**src/rtl/eth_types_pkg.sv**
```systemverilog
// Shared types and constants for the RMII receive path.
// CRC-32 constants use the reflected (LSB-first) Ethernet form.
package eth_types_pkg;

  typedef enum logic [1:0] {
    IDLE,
    PREAMBLE,
    DATA,
    DROP
  } rmii_rx_states;

  localparam logic [7:0]  SFD_BYTE      = 8'hD5;
  localparam logic [31:0] CRC32_POLY    = 32'hEDB88320;
  localparam logic [31:0] CRC32_INIT    = 32'hFFFFFFFF;
  localparam logic [31:0] CRC32_RESIDUE = 32'hDEBB20E3;

endpackage

```
**src/rtl/eth_crc32.sv**
```systemverilog
// Byte-wide next-state function of the reflected Ethernet CRC-32.
// Purely combinational; the caller owns the CRC register.
module eth_crc32
  import eth_types_pkg::*;
(
  input  logic [31:0] i_crc,
  input  logic [7:0]  i_data,
  input  logic        i_clear,
  input  logic        i_en,
  output logic [31:0] o_crc
);

  logic [31:0] w_step;

  always_comb begin
    w_step = i_crc ^ {24'h0, i_data};
    for (int i = 0; i < 8; i++) begin
      if (w_step[0])
        w_step = (w_step >> 1) ^ CRC32_POLY;
      else
        w_step = w_step >> 1;
    end
  end

  always_comb begin
    o_crc = i_crc;
    unique case (1'b1)
      i_clear: o_crc = CRC32_INIT;
      i_en:    o_crc = w_step;
      default: o_crc = i_crc;
    endcase
  end

endmodule

```
**src/rtl/eth_rmii_rx.sv**
```systemverilog
// RMII receiver: preamble/SFD hunt, dibit-to-byte assembly,
// LAN8720 crs_dv toggle handling and end-of-frame CRC/length check.
module eth_rmii_rx
  import eth_types_pkg::*;
#(
  parameter int MIN_FRAME_LEN = 64,
  parameter int MAX_FRAME_LEN = 1522
) (
  input  logic       clk,
  input  logic       resetn,
  input  logic       crs_dv,
  input  logic [1:0] rxd,
  input  logic       rx_er,
  output logic [7:0] received_byte,
  output logic       byte_valid,
  output logic       frame_ok,
  output logic       frame_err
);

  localparam logic [15:0] MIN_LEN = 16'(MIN_FRAME_LEN);
  localparam logic [15:0] MAX_LEN = 16'(MAX_FRAME_LEN);

  rmii_rx_states r_state, w_state;
  logic [4:0]    r_pcnt, w_pcnt;
  logic [1:0]    r_idx, w_idx;
  logic          r_prov, w_prov;
  logic [5:0]    r_shift, w_shift;
  logic [15:0]   r_cnt, w_cnt;
  logic          r_err, w_err;
  logic          r_cdv;
  logic [31:0]   r_crc, w_crc;
  logic [7:0]    w_byte;
  logic          w_bv, w_ok, w_ferr;
  logic          w_crc_clr, w_crc_en;
  logic [1:0]    w_eidx;
  logic          w_bad;

  eth_crc32 u_crc (
    .i_crc   (r_crc),
    .i_data  ({rxd, r_shift}),
    .i_clear (w_crc_clr),
    .i_en    (w_crc_en),
    .o_crc   (w_crc)
  );

  // A provisional dibit has already advanced the index; undo it at EOF.
  assign w_eidx = r_prov ? r_idx - 2'd1 : r_idx;
  assign w_bad  = (r_crc != CRC32_RESIDUE) || (w_eidx != 2'd0) ||
                  (r_cnt < MIN_LEN) || (r_cnt > MAX_LEN) ||
                  r_err || rx_er;

  always_comb begin
    w_state   = r_state;
    w_pcnt    = r_pcnt;
    w_idx     = r_idx;
    w_prov    = r_prov;
    w_shift   = r_shift;
    w_cnt     = r_cnt;
    w_err     = r_err;
    w_byte    = received_byte;
    w_bv      = 1'b0;
    w_ok      = 1'b0;
    w_ferr    = 1'b0;
    w_crc_clr = 1'b0;
    w_crc_en  = 1'b0;
    unique case (r_state)
      IDLE: begin
        if (crs_dv) begin
          if (rxd == 2'b01) begin
            w_state = PREAMBLE;
            w_pcnt  = 5'd1;
          end else if (rxd != 2'b00) begin
            w_state = DROP;
          end
        end
      end
      PREAMBLE: begin
        if (!crs_dv) begin
          w_state = IDLE;
        end else if (rxd == 2'b01) begin
          if (r_pcnt != 5'd31) w_pcnt = r_pcnt + 5'd1;
        end else if (rxd == 2'b11 && r_pcnt >= 5'd3) begin
          w_state   = DATA;
          w_byte    = SFD_BYTE;
          w_bv      = 1'b1;
          w_idx     = 2'd0;
          w_prov    = 1'b0;
          w_cnt     = 16'd0;
          w_err     = 1'b0;
          w_crc_clr = 1'b1;
        end else begin
          w_state = DROP;
        end
      end
      DATA: begin
        if (rx_er) w_err = 1'b1;
        if (!crs_dv && (r_prov || r_idx[0])) begin
          w_state = IDLE;
          w_ok    = !w_bad;
          w_ferr  = w_bad;
          w_idx   = 2'd0;
          w_prov  = 1'b0;
        end else begin
          w_prov = !crs_dv;
          w_idx  = r_idx + 2'd1;
          unique case (r_idx)
            2'd0: w_shift[1:0] = rxd;
            2'd1: w_shift[3:2] = rxd;
            2'd2: w_shift[5:4] = rxd;
            2'd3: begin
              w_byte   = {rxd, r_shift};
              w_bv     = 1'b1;
              w_crc_en = 1'b1;
              if (r_cnt != 16'hFFFF) w_cnt = r_cnt + 16'd1;
            end
          endcase
        end
      end
      default: begin
        if (!crs_dv && !r_cdv) w_state = IDLE;
      end
    endcase
  end

  always_ff @(posedge clk or negedge resetn) begin
    if (!resetn) begin
      r_state       <= DROP;
      r_pcnt        <= 5'd0;
      r_idx         <= 2'd0;
      r_prov        <= 1'b0;
      r_shift       <= 6'd0;
      r_cnt         <= 16'd0;
      r_err         <= 1'b0;
      r_cdv         <= 1'b1;
      r_crc         <= CRC32_INIT;
      received_byte <= 8'h00;
      byte_valid    <= 1'b0;
      frame_ok      <= 1'b0;
      frame_err     <= 1'b0;
    end else begin
      r_state       <= w_state;
      r_pcnt        <= w_pcnt;
      r_idx         <= w_idx;
      r_prov        <= w_prov;
      r_shift       <= w_shift;
      r_cnt         <= w_cnt;
      r_err         <= w_err;
      r_cdv         <= crs_dv;
      r_crc         <= w_crc;
      received_byte <= w_byte;
      byte_valid    <= w_bv;
      frame_ok      <= w_ok;
      frame_err     <= w_ferr;
    end
  end

endmodule
```
**config.mk**
```make
export PLATFORM = sky130hd
export DESIGN_NAME = eth_rmii_rx
export DESIGN_NICKNAME = d
export VERILOG_FILES = /design/src/rtl/eth_types_pkg.sv /design/src/rtl/eth_crc32.sv /design/src/rtl/eth_rmii_rx.sv
export SDC_FILE = /design/constraint.sdc
export NUM_CORES = 1
export LEC_CHECK = 0
export BUFFER_PORTS_ARGS = -buffer_cell sky130_fd_sc_hd__buf_2
export CORE_MARGIN = 4
export CORE_UTILIZATION = 65
export CTS_BUF_LIST = sky130_fd_sc_hd__clkbuf_16
export CTS_CLUSTER_DIAMETER = 120
export DETAILED_ROUTE_END_ITERATION = 10
export HOLD_SLACK_MARGIN = 0.06
export MAX_ROUTING_LAYER = met4
export PLACE_DENSITY = 0.81
export SYNTH_ARGS = -nofsm -noshare
export SYNTH_HDL_FRONTEND = slang
export SYNTH_SLANG_ARGS = --single-unit
```
**constraint.sdc**
```tcl
create_clock -name clk -period 4.1 [get_ports clk]
set_input_delay 0.615 -clock clk [delete_from_list [all_inputs] [get_ports clk]]
set_output_delay 0.615 -clock clk [all_outputs]
set_load 0.1 [all_outputs]
```
# After elaboration in Yosys (flattened, before gate mapping)
# Index checks and enable logic that the tools add are counted.
word_totals:
  ff_bits: 77
  in_bits: 6
  elab_cells: 147
  output_inout_bits: 11
op_classes:
  addsub: 4
  n_eq_ne: 24
  muxes: 62
  order_cmp: 3
  n_bitwise: 10
  reduce_logical: 29
op_table:
  columns: ["operator", "n"]
  rows:
  - ["$mux W32", 8]
  - ["$not A13 Y14", 8]
  - ["$mux W16", 6]
  - ["$pmux W32 S2", 1]
  - ["$mux W8", 5]
  - ["$ne A32 B32 Y1 const B", 1]
  - ["$pmux W16 S2", 1]
  - ["$xor A32 B8 Y32", 1]
  - ["$mux W5", 5]
  - ["$mux W2", 12]
  - ["$ne A2 B2 Y1 const B", 11]
  - ["$mux W1", 17]
  - ["$add A16 B1 Y16 const B", 1]
  - ["$gt A16 B11 Y1 const B", 1]
  - ["$lt A16 B7 Y1 const B", 1]
  - ["$ne A16 B16 Y1 const B", 1]
  - ["$pmux W8 S2", 1]
  - ["$reduce_and A6 Y1", 2]
  - ["$pmux W5 S2", 1]
  - ["$reduce_and A5 Y1", 2]
  - ["$reduce_bool A2 Y1", 5]
  - ["$reduce_and A3 Y1", 3]
  - ["$eq A2 B2 Y1 const B", 4]
  - ["$reduce_and A7 Y1", 1]
  - ["other kinds (18)", 33]

# Logic depth before layout (Yosys ltp)
# Gate-level depths: netlist of run 1.
logic_depth:
  ltp_word: 18
  mapped_depth: 8

# Hierarchy
# A second synthesis of run 1 with hierarchy kept.
unflattened:
  cells_unflattened: 463
  hier_area_um2: 5007.3
modules_own_cells:
  columns: ["mod", "instances", "cells_per_inst", "seq_area_each_um2", "area_per_inst_um2"]
  rows:
  - ["eth_rmii_rx", 1, 325, 1970.6, 3529.6]
  - ["eth_crc32", 1, 138, 0.0, 1477.7]

# Least setup slack after synthesis of run 1
# No wires, ideal clock.
synth_path:
  path_type: "input to register"
  startpoint: "input port crs_dv"
  endpoint: "register r_cnt[4]"
  n_path_buf: 2
  t_arrival_ns: 2.009
  path_stages: 7
  required_time_ns: 3.984
  setup_time_ns: 0.116
  path_slack_ns: 1.975
  cell_sequence: "clkbuf_1 o211ai_1 o21ai_0 o21ai_1 clkbuf_1 o21ai_0 o311ai_0"
synth_via:
  elab_chain_cells: 4
synth_lines:
  columns: ["element", "line", "text"]
  rows:
  - ["start: declaration", "eth_rmii_rx.sv:11", "input logic crs_dv,"]
  - ["$logic_not A1 Y1", "eth_rmii_rx.sv:97", "if (!crs_dv && (r_prov || r_idx[0])) begin"]
  - ["$logic_and A1 B1 Y1", "eth_rmii_rx.sv:97", null]
  - ["$ne A2 B2 Y1 (no source line)", null, null]
  - ["$reduce_and A7 Y1 (no source line) (*)", null, null]
  - ["end signal: assignment", "eth_rmii_rx.sv:146", "r_cnt <= w_cnt;"]
  - ["end: declaration", "eth_rmii_rx.sv:28", "logic [15:0] r_cnt, w_cnt;"]
# Mark *: on every way between the ends. The rest lies on a longest branch, timed or not.
# A chain may end at the register's enable or synchronous reset.

# Worst setup path in the final report of run 1
layout_path:
  startpoint: "register r_state[1]"
  endpoint: "register r_crc[4]"
layout_via:
  elab_chain_cells: 3
layout_lines:
  columns: ["element", "line", "text"]
  rows:
  - ["start: declaration", "eth_rmii_rx.sv:23", "rmii_rx_states r_state, w_state;"]
  - ["start signal: assignment", "eth_rmii_rx.sv:141", "r_state <= w_state;"]
  - ["$eq A2 B2 Y1 or $eq A2 B1 Y1 (tied branches)", "eth_rmii_rx.sv:66", "unique case (r_state)"]
  - ["$mux W1", "eth_rmii_rx.sv:66", null]
  - ["$pmux W32 S2 or $reduce_bool A2 Y1 (tied branches)", null, null]
  - ["end signal: assignment", "eth_rmii_rx.sv:149", "r_crc <= w_crc;"]
  - ["end: declaration", "eth_rmii_rx.sv:31", "logic [31:0] r_crc, w_crc;"]
# Several ways; a longest one is shown, not always the timed one.

==> key figures, run 1 <==
Synthesis
  • FFs w/ async S/R, synth: 1.00
  • Syn Inst Count: roughly 420
  • Unique masters post-synth: 49
  • Syn nets: 440
  • Largest family of logic cells by synthesized area: compound AO/OA/AOI/OAI gates
  • Adder-Cell Fraction of Synth Area: 0.0312
  • Mapped Area: approximately 4400 um2
  • Xor/xnor share of the synthesized area: 0.172
  • Top FF cell, synth: dfrtp_1
  • Seq/Total Area, Yosys: 0.446
  • Synth Area in Compound Gates: 0.175
  • Synth Warn #: 0
  • Register bit count reported by yosys: 77
  • Mux share of post-synthesis cell area: 0.00907
  • Syn_area_per_cell: 10.4 um2
  • Post-Synth Simple-Gate Area: 0.142
  • EDFF count, synth: 0

Floorplanning
  • Die area: between 8000 and 9000 um2
  • Initial Util: 0.684
  • Die Y: about 90 um
  • I/O pins: 17
  • Core area: about 6500 um2
  • Row count: 29
  • Horiz. Die Dim: about 90 um

Clocking
  • Total clock sinks: 77
  • CTS tree: yes
  • Post-CTS Setup Bufs: 0
  • CTS Root Cell: clkbuf_16
  • CTS Buffer Depth: 2
  • Hold Buf Count CTS: 0
  • Worst skew pair latency: roughly 330 ps
  • CTS Buf Count: 9
  • Worst-path clk slew: 60 ps
  • CTS H-tree depth: 3
  • Post-cts sizing count: 0

Critical path
  • CP Data Arrival Time: between 3000 and 4000 ps
  • CP required: ~4300 ps
  • R2R Setup Slk: 1240 ps
  • Crit-path cells: ha_1, buf_4, clkinv_1, nor2_1, and2_1, a2bb2oi_1
  • CP bufs+invs: 2
  • Max Fanout on Critical Path: 32
  • Crit Path Category: reg -> reg
  • CP max stage cell: and2_1
  • Max incr delay on CP: ~760 ps
  • Worst setup EP type: flip-flop
  • Startpoint Class: flip-flop
  • Delay-heaviest family, CP: simple AND/OR/NAND/NOR gates

Global route
  • GRT Total Usage: 0.255
  • Grt ovf: 0
  • First-pass GRT wire length: 16400 um
  • Initial antenna violation count: 0
  • Number of global-route vias before repair: between 3000 and 4000
  • Largest net degree at the start of global routing: between 70 and 80

Timing
  • Fin Setup TNS: 0 ps
  • Worst slew pin tran: about 1200 ps
  • Minimum clock period: 2860 ps
  • Fin. Hold Viols: 0
  • Relative slew slack: 0.220
  • Setup Viol. Count Final: 0
  • RSZ-0062 raised after global routing: false
  • Peak Freq: around 0.35 GHz
  • Clock Skews: between 6 and 7 ps
  • Final Max Slew Viols: 0
  • Final critical-path share of the clock period: 0.698

Cells and area
  • Commonest cells after routing, fill and taps aside: nand2_1 (47), dfrtp_1 (42), xnor2_1 (38)
  • Nets: 455
  • Fraction of layout instances using a drive strength above 1: 0.183
  • Ant diodes: 0
  • Commonest non-fill, non-tap cell in the layout: nand2_1
  • # fillers: between 400 and 500
  • Layout area overhead: 9.12%

Worst hold path
  • Hold WC Path Type: in -> async

Routing
  • Drt first-iter violations: between 150 and 200
  • Drt drc: 0
  • Vias per cell: 6.29
  • WL/cell: roughly 18 um
  • DR pass1 iterations: 4
  • Routed WL: approximately 9400 um
  • Via count: approximately 3300
  • Routed Antenna Nets: 0

Run
  • Max-Cap Viols: 0

Place
  • GP Congestion: around 0.91
  • DP HPWL: ~6500 um
  • Count of input and output buffers: 16

Status
  • Status: completed
[cells by family after synthesis]
family,count (synthesis)
flops,77
buf+inv,29
xor+xnor,71
mux,4
fa+ha+maj,11
simple gates,124
compound gates,107
[worst paths after layout]
path | startpoint | endpoint | cells past startpoint
max | r_state[1]$_DFFE_PN1P_ | r_crc[4]$_DFFE_PN1P_ | 6
min | resetn | received_byte[4]$_DFFE_PN0P_ | 1
max reg2reg | r_state[1]$_DFFE_PN1P_ | r_crc[4]$_DFFE_PN1P_ | 6
min reg2reg | received_byte[3]$_DFFE_PN0P_ | received_byte[3]$_DFFE_PN0P_ | 2
max in group asynchronous | resetn | r_pcnt[4]$_DFFE_PN0P_ | 1
min in group clk | crs_dv | r_cdv$_DFF_PN1_ | 1
[layer usage]
| metal | wire (um) | GRT usage | part of all wire |
|---|---|---|---|
| met1 | 4380 | 0.338 | 0.47 |
| met2 | 4650 | 0.400 | 0.49 |
| met3 | 289 | 0.0342 | 0.031 |
| met4 | 106 | 0.0969 | 0.011 |
| met5 | 0 | - | 0 |
[stage by stage]
step / utilization / hold WS, ps / worst slack (ps) / std cells / cell area [um2]
floorplan: - / 319 / 1980 / 423 / 4420
global placement: 0.706 / 458 / 1390 / 504 / 4560
detailed placement: 0.706 / 465 / 1330 / 504 / 4560
CTS: 0.746 / 454 / 1310 / 520 / 4820
global route: 0.746 / 467 / 1050 / 520 / 4820
finish: 0.746 / 420 / 1240 / 520 / 4820
[Yosys cell counts (5+ instances only)]
cell type | n | area, um2
a21oi_1 | 6 | 30.0
a22o_1 | 6 | 52.6
a2bb2oi_1 | 21 | 184
a31oi_1 | 8 | 50.1
clkbuf_1 | 12 | 45.0
dfrtp_1 | 42 | 1050
dfstp_2 | 35 | 920
ha_1 | 11 | 138
inv_1 | 12 | 45.0
nand2_1 | 47 | 176
nand2b_1 | 5 | 31.3
nand3_1 | 13 | 65.1
nand4b_1 | 5 | 43.8
nor2_1 | 18 | 67.6
nor3_1 | 6 | 30.0
nor4_1 | 8 | 50.1
nor4b_1 | 5 | 43.8
o21ai_0 | 27 | 135
o22a_1 | 13 | 114
xnor2_1 | 38 | 333
xnor2_2 | 7 | 114
xor2_1 | 20 | 175
[sequential cells by signal (all words and copies together), names as in the netlist]
register       flops
r_state            2
r_err              1
received_byte      8
frame_err          1
frame_ok           1
r_idx              2
r_cnt             16
r_prov             1
r_cdv              1
r_pcnt             5
byte_valid         1
r_shift            6
r_crc             32
[layout make-up]
class                      instances  area (um2)  area share
sequential                        77        1970       0.409
multi-input combinational        317        2340       0.485
inverter                          14        52.6      0.0109
tap                               77        96.3      0.0200
clock inverter                     7        33.8     0.00701
clock buffer                       9         225      0.0467
timing repair buffer              19         105      0.0218
Power of run 1 is left out: the tool's default activity adds up to more than one toggle a clock period on the data nets, which glitch-free logic cannot reach.
==> inputs of run 2 (changes only) <==
--- a/config.mk
+++ b/config.mk
@@ -7,13 +7,13 @@
 export LEC_CHECK = 0
 export BUFFER_PORTS_ARGS = -buffer_cell sky130_fd_sc_hd__buf_2
 export CORE_MARGIN = 4
-export CORE_UTILIZATION = 65
+export CORE_UTILIZATION = 56
 export CTS_BUF_LIST = sky130_fd_sc_hd__clkbuf_16
 export CTS_CLUSTER_DIAMETER = 120
 export DETAILED_ROUTE_END_ITERATION = 10
 export HOLD_SLACK_MARGIN = 0.06
 export MAX_ROUTING_LAYER = met4
-export PLACE_DENSITY = 0.81
+export PLACE_DENSITY = 0.74
 export SYNTH_ARGS = -nofsm -noshare
 export SYNTH_HDL_FRONTEND = slang
 export SYNTH_SLANG_ARGS = --single-unit
==> constraint.sdc (replaced) <==
create_clock -name clk -period 2.4 [get_ports clk]
set_input_delay 0.36 -clock clk [delete_from_list [all_inputs] [get_ports clk]]
set_output_delay 0.36 -clock clk [all_outputs]
set_load 0.1 [all_outputs]
==> key figures, run 2 (synthesis gave the netlist of run 1 again) <==
Timing
  • Relative slew slack: 0.568
  • Clock Skews: approximately 5.7 ps
  • Fin Setup TNS: 0 ps
  • Fin. Hold Viols: 0
  • Worst slew pin tran: 644 ps
  • Minimum clock period: approximately 2100 ps
  • RSZ-0062 raised after global routing: false
  • Setup Viol. Count Final: 0
  • Final critical-path share of the clock period: 0.878
  • Peak Freq: 0.474 GHz
  • Final Max Slew Viols: 0

Routing
  • Drt drc: 0
  • DR pass1 iterations: 4
  • Routed WL: around 9800 um
  • Via count: roughly 3300
  • Vias per cell: 5.94
  • Drt first-iter violations: roughly 140
  • WL/cell: roughly 18 um
  • Routed Antenna Nets: 0

Critical path
  • Reg2Reg Depth: 6
  • Max Fanout on Critical Path: 6
  • Reg2reg end: r_cnt[14]$_DFFE_PN0P_
  • Crit Path Category: reg -> reg
  • Worst setup EP type: flip-flop
  • CP required: approximately 2700 ps
  • Critical R2R Launch: r_cnt[0]$_DFFE_PN0P_
  • R2R Setup Slk: roughly 290 ps
  • Startpoint Class: flip-flop
  • CP Data Arrival Time: around 2400 ps

Floorplanning
  • Initial Util: 0.575
  • Row count: 32
  • Horiz. Die Dim: approximately 97 um
  • Core area: between 7000 and 8000 um2
  • I/O pins: 17
  • Die area: between 9000 and 10000 um2
  • Die Y: approximately 97 um

Cells and area
  • Reg area: between 1500 and 2000 um2
  • Multi-input gate area: roughly 2300 um2
  • Fraction of layout instances using a drive strength above 1: 0.204
  • Layout area overhead: 12.7%
  • Commonest non-fill, non-tap cell in the layout: nand2_1
  • Largest register FFs: 32
  • Ant diodes: 0
  • Top reg by flops: r_crc
  • # fillers: 640
  • Final Cell Area: roughly 5000 um2
  • Top flop regs: r_crc: 32 flops, r_cnt: 16 flops, received_byte: 8 flops
  • Commonest cells after routing, fill and taps aside: nand2_1 (47), dfrtp_1 (42), xnor2_1 (38)
  • Nets: between 400 and 500

Place
  • Count of input and output buffers: 16
  • GP Congestion: 0.925
  • DP HPWL: roughly 6800 um
  • Placed Area: 4690 um2

Status
  • Status: completed

Clocking
  • CTS H-tree depth: 3
  • CTS tree: yes
  • Post-cts sizing count: 0
  • CTS Root Cell: clkbuf_16
  • CTS Buffer Depth: 2
  • Worst skew pair latency: 330 ps
  • Hold Buf Count CTS: 0
  • CTS Buf Count: 9
  • Total clock sinks: just under 80
  • Worst-path clk slew: around 60 ps
  • Post-CTS Setup Bufs: 0

Global route
  • Largest net degree at the start of global routing: 78
  • Initial antenna violation count: 0
  • GRT Total Usage: 0.226
  • Grt ovf: 0
  • First-pass GRT wire length: 16800 um
  • Number of global-route vias before repair: between 3000 and 4000

Run
  • Max-Cap Viols: 0

Worst hold path
  • Hold WC Path Type: in -> async
-- run 2: worst max path at each step --
stage	slack [ps]	startpoint	to	depth (start not counted)
floorplan	390	r_idx[0]$_DFFE_PN0P_	r_cnt[4]$_DFFE_PN0P_	8
global placement	320	r_cnt[0]$_DFFE_PN0P_	r_cnt[8]$_DFFE_PN0P_	7
detailed placement	240	r_state[0]$_DFFE_PN1P_	r_cnt[4]$_DFFE_PN0P_	6
CTS	220	r_state[0]$_DFFE_PN1P_	r_cnt[4]$_DFFE_PN0P_	6
global route	70	r_state[0]$_DFFE_PN1P_	r_cnt[11]$_DFFE_PN0P_	7
finish	290	r_cnt[0]$_DFFE_PN0P_	r_cnt[14]$_DFFE_PN0P_	6
-- run 2: final cells by class --
| type | count | share of cell area |
|---|---|---|
| Inverter | 14 | 0.0106 |
| Clock buffer | 9 | 0.0452 |
| Clock inverter | 7 | 0.0116 |
| Tap cell | 102 | 0.0256 |
| Sequential cell | 77 | 0.396 |
| Timing Repair Buffer | 31 | 0.0417 |
| Multi-Input combinational cell | 317 | 0.469 |
-- run 2: metal layers --
layer / global-route usage / share of wire / wire (um) / vias up
met5: - / 0 / 0 / -
met4: 0.0702 / 0.015 / 149 / 0
met3: 0.0461 / 0.034 / 331 / 15
met2: 0.364 / 0.50 / 4850 / 66
met1: 0.290 / 0.45 / 4450 / 1636
li1: - / - / - / 1590
-- run 2: worst max-delay path, stage by stage, from the launching register on --
cell,delay [ps]
dfrtp_1,390
ha_1,240
nand2_1,150
or3_1,470
or4_1,510
o21ai_0,150
a22o_1,140
-- run 2: through the flow --
stage,hold slack [ps],util,worst slack (ps),std cells
finish,46.5,0.648,293,557
global route,74.5,0.648,65.6,557
CTS,63.9,0.647,223,557
detailed placement,418,0.611,235,541
global placement,409,0.611,325,541
floorplan,64.4,-,387,423
Power of run 2 is left out for the same reason.
==> inputs of run 3 (changes only) <==
--- a/config.mk
+++ b/config.mk
@@ -5,15 +5,16 @@
 export SDC_FILE = /design/constraint.sdc
 export NUM_CORES = 1
 export LEC_CHECK = 0
+export ABC_AREA = 1
 export BUFFER_PORTS_ARGS = -buffer_cell sky130_fd_sc_hd__buf_2
 export CORE_MARGIN = 4
-export CORE_UTILIZATION = 56
+export CORE_UTILIZATION = 57
 export CTS_BUF_LIST = sky130_fd_sc_hd__clkbuf_16
 export CTS_CLUSTER_DIAMETER = 120
 export DETAILED_ROUTE_END_ITERATION = 10
 export HOLD_SLACK_MARGIN = 0.06
 export MAX_ROUTING_LAYER = met4
-export PLACE_DENSITY = 0.74
+export PLACE_DENSITY = 0.75
 export SYNTH_ARGS = -nofsm -noshare
 export SYNTH_HDL_FRONTEND = slang
 export SYNTH_SLANG_ARGS = --single-unit
==> key figures, run 3 <==
Status
  • Status: completed

Clocking
  • Worst skew pair latency: about 340 ps
  • CTS Buffer Depth: 2
  • CTS tree: yes
  • CTS Buf Count: 9
  • Post-CTS Setup Bufs: 0
  • CTS H-tree depth: 3
  • Worst-path clk slew: about 60 ps
  • Hold Buf Count CTS: 0
  • Total clock sinks: 77
  • Post-cts sizing count: 0
  • CTS Root Cell: clkbuf_16

Synthesis
  • Syn_area_per_cell: 7.38 um2
  • Syn Inst Count: a little under 700
  • Top FF cell, synth: dfrtp_1
  • Dominant cell type by area after synthesis: dfrtp_1
  • Unique masters post-synth: 42
  • Mapped Area: roughly 5000 um2
  • Synth Warn #: 0
  • Share of the synthesized area in the top cell type: 0.209
  • Synth top area cells: dfrtp_1 (21%), dfstp_2 (18%), nand2_1 (17%)
  • Top-count cell post-synth: nand2_1
  • Register bit count reported by yosys: between 70 and 80
  • Seq/Total Area, Yosys: 0.391
  • EDFF count, synth: 0
  • Synth cell count leaders: nand2_1 (223), inv_1 (78), nor2_1 (48)
  • FFs w/ async S/R, synth: 1.00
  • Syn nets: 700

Critical path
  • CP required: between 2000 and 3000 ps
  • Crit. Startpoint: r_state[0]$_DFFE_PN1P_
  • Max Fanout on Critical Path: 14
  • Startpoint Class: flip-flop
  • Critical R2R Launch: r_state[0]$_DFFE_PN1P_
  • Worst setup EP type: flip-flop
  • CP Data Arrival Time: between 2000 and 2500 ps
  • Crit Path Category: reg -> reg

Cells and area
  • Commonest cells after routing, fill and taps aside: nand2_1 (223), inv_1 (78), nor2_1 (48)
  • Reg area: around 2000 um2
  • Multi-input gate area: around 2700 um2
  • Top reg by flops: r_crc
  • Top flop regs: r_crc: 32 flops, r_cnt: 16 flops, received_byte: 8 flops
  • # fillers: approximately 740
  • Nets: between 700 and 800
  • Fraction of layout instances using a drive strength above 1: 0.163
  • Ant diodes: 0
  • Commonest non-fill, non-tap cell in the layout: nand2_1
  • Largest register FFs: 32
  • Layout area overhead: 9.21%

Global route
  • Number of global-route vias before repair: about 4400
  • Largest net degree at the start of global routing: 64
  • First-pass GRT wire length: around 21000 um
  • Grt ovf: 0
  • Initial antenna violation count: 0
  • GRT Total Usage: 0.263

Routing
  • Via count: approximately 4500
  • WL/cell: around 15 um
  • Drt drc: 0
  • Routed Antenna Nets: 0
  • Drt first-iter violations: ~280
  • Vias per cell: 5.45
  • Routed WL: 12100 um
  • DR pass1 iterations: 5

Timing
  • Setup ws final: approximately 220 ps
  • Fin Setup TNS: 0 ps
  • RSZ-0062 raised after global routing: false
  • Minimum clock period: 2180 ps
  • Setup Viol. Count Final: 0
  • Final Hold Slack: 93.4 ps
  • Peak Freq: around 0.46 GHz
  • Relative slew slack: 0.473
  • Clock Skews: 5.74 ps
  • Worst slew pin tran: about 790 ps
  • Fin. Hold Viols: 0
  • Final Max Slew Viols: 0
  • Final critical-path share of the clock period: 0.907

Floorplanning
  • Row count: 34
  • Core area: roughly 8700 um2
  • Horiz. Die Dim: around 100 um
  • Die Y: 102 um
  • I/O pins: 17
  • Die area: approximately 10000 um2
  • Initial Util: 0.581

Place
  • GP Congestion: about 0.96
  • DP HPWL: roughly 9000 um
  • Setup WS pre-CTS: ~230 ps
  • Count of input and output buffers: 16

Power
  • PD cells: 1460 nW/um2
  • Seq pwr share: 0.281
  • Max IR drop VDD: roughly 0.64 mV
  • Net Sw Power: 4000 uW
  • Combinational Power Share: 0.565
  • Clock power share: 0.154
  • Static Leakage: around 0.0027 uW
  • P_int: roughly 4000 uW
  • Sw Share: 0.499

Worst hold path
  • Hold WC Path Type: in -> async

Run
  • Max-Cap Viols: 0
==> run 3: changes by cell type after synthesis, moves of 12 or more <==
cell and change:
nor2_1 +30, inv_1 +66, xnor2_1 -29, xor2_1 +15
o22a_1 -12, a21oi_1 +18, a2bb2oi_1 -21, nand2_1 +176
nand3_1 +32
==> run 3: layout make-up <==
class	instances	area share
Clock buffer	9	0.0409
Inverter	89	0.0618
Clock inverter	7	0.00773
Sequential cell	77	0.358
Tap cell	108	0.0246
Multi-Input combinational cell	507	0.482
Timing Repair Buffer	23	0.0246
==> run 3: path summary, 6_finish.rpt <==
kind	to	slack, ps	depth (start not counted)
worst max-delay path	r_crc[17]$_DFFE_PN1P_	220	12
worst min-delay path	r_shift[3]$_DFFE_PN0P_	90	1
worst max register to register	r_crc[17]$_DFFE_PN1P_	220	12
worst min register to register	received_byte[5]$_DFFE_PN0P_	490	2
max in group asynchronous	r_crc[21]$_DFFE_PN1P_	1590	2
min in group clk	r_cdv$_DFF_PN1_	170	1
==> run 3: power groups by stage <==
stage,Clock [uW],Sequential (uW),Combinational [uW]
after floorplan,0,2200,3520
after global placement,0,2230,4330
after detailed placement,0,2250,4420
after CTS,1250,2240,4470
after global routing,1310,2300,5100
final,1230,2250,4530
==> run 3: through the flow <==
stage	area [um2]	util	std cells	total power, uW
final	5500	0.634	820	8010
after CTS	5500	0.634	820	7960
after detailed placement	5240	0.603	804	6670
after floorplan	5040	-	683	5720
after global placement	5240	0.603	804	6560
after global routing	5500	0.634	820	8710
==> run 3: cells by family (layout without fill, tap and decap cells) <==
| group | Yosys count | in the layout | synth area share |
|---|---|---|---|
| compound gates | 89 | 89 | 0.0971 |
| xor+xnor | 47 | 47 | 0.0884 |
| fa+ha+maj | 11 | 11 | 0.0273 |
| buf+inv | 99 | 128 | 0.0822 |
| flops | 77 | 77 | 0.391 |
| simple gates | 360 | 360 | 0.314 |
==> run 3: critical path, stage by stage, from the launching register on <==
cell and delay [ps]:
dfstp_2 530, inv_1 60, ha_1 330, inv_4 140, nor2_8 60, inv_2 90, nor2_8 60, inv_2 150
nand2_2 90, buf_4 200, or2_2 280, nand2_1 70, inv_1 40
==> run 3: per-layer routing <==
| metal | part of all wire | routed length, um | GRT usage |
|---|---|---|---|
| met5 | 0 | 0 | - |
| met4 | 0.030 | 361 | 0.124 |
| met3 | 0.059 | 711 | 0.0396 |
| met2 | 0.48 | 5820 | 0.418 |
| met1 | 0.43 | 5200 | 0.330 |
No activity file was read; power rests on OpenSTA's default activity.
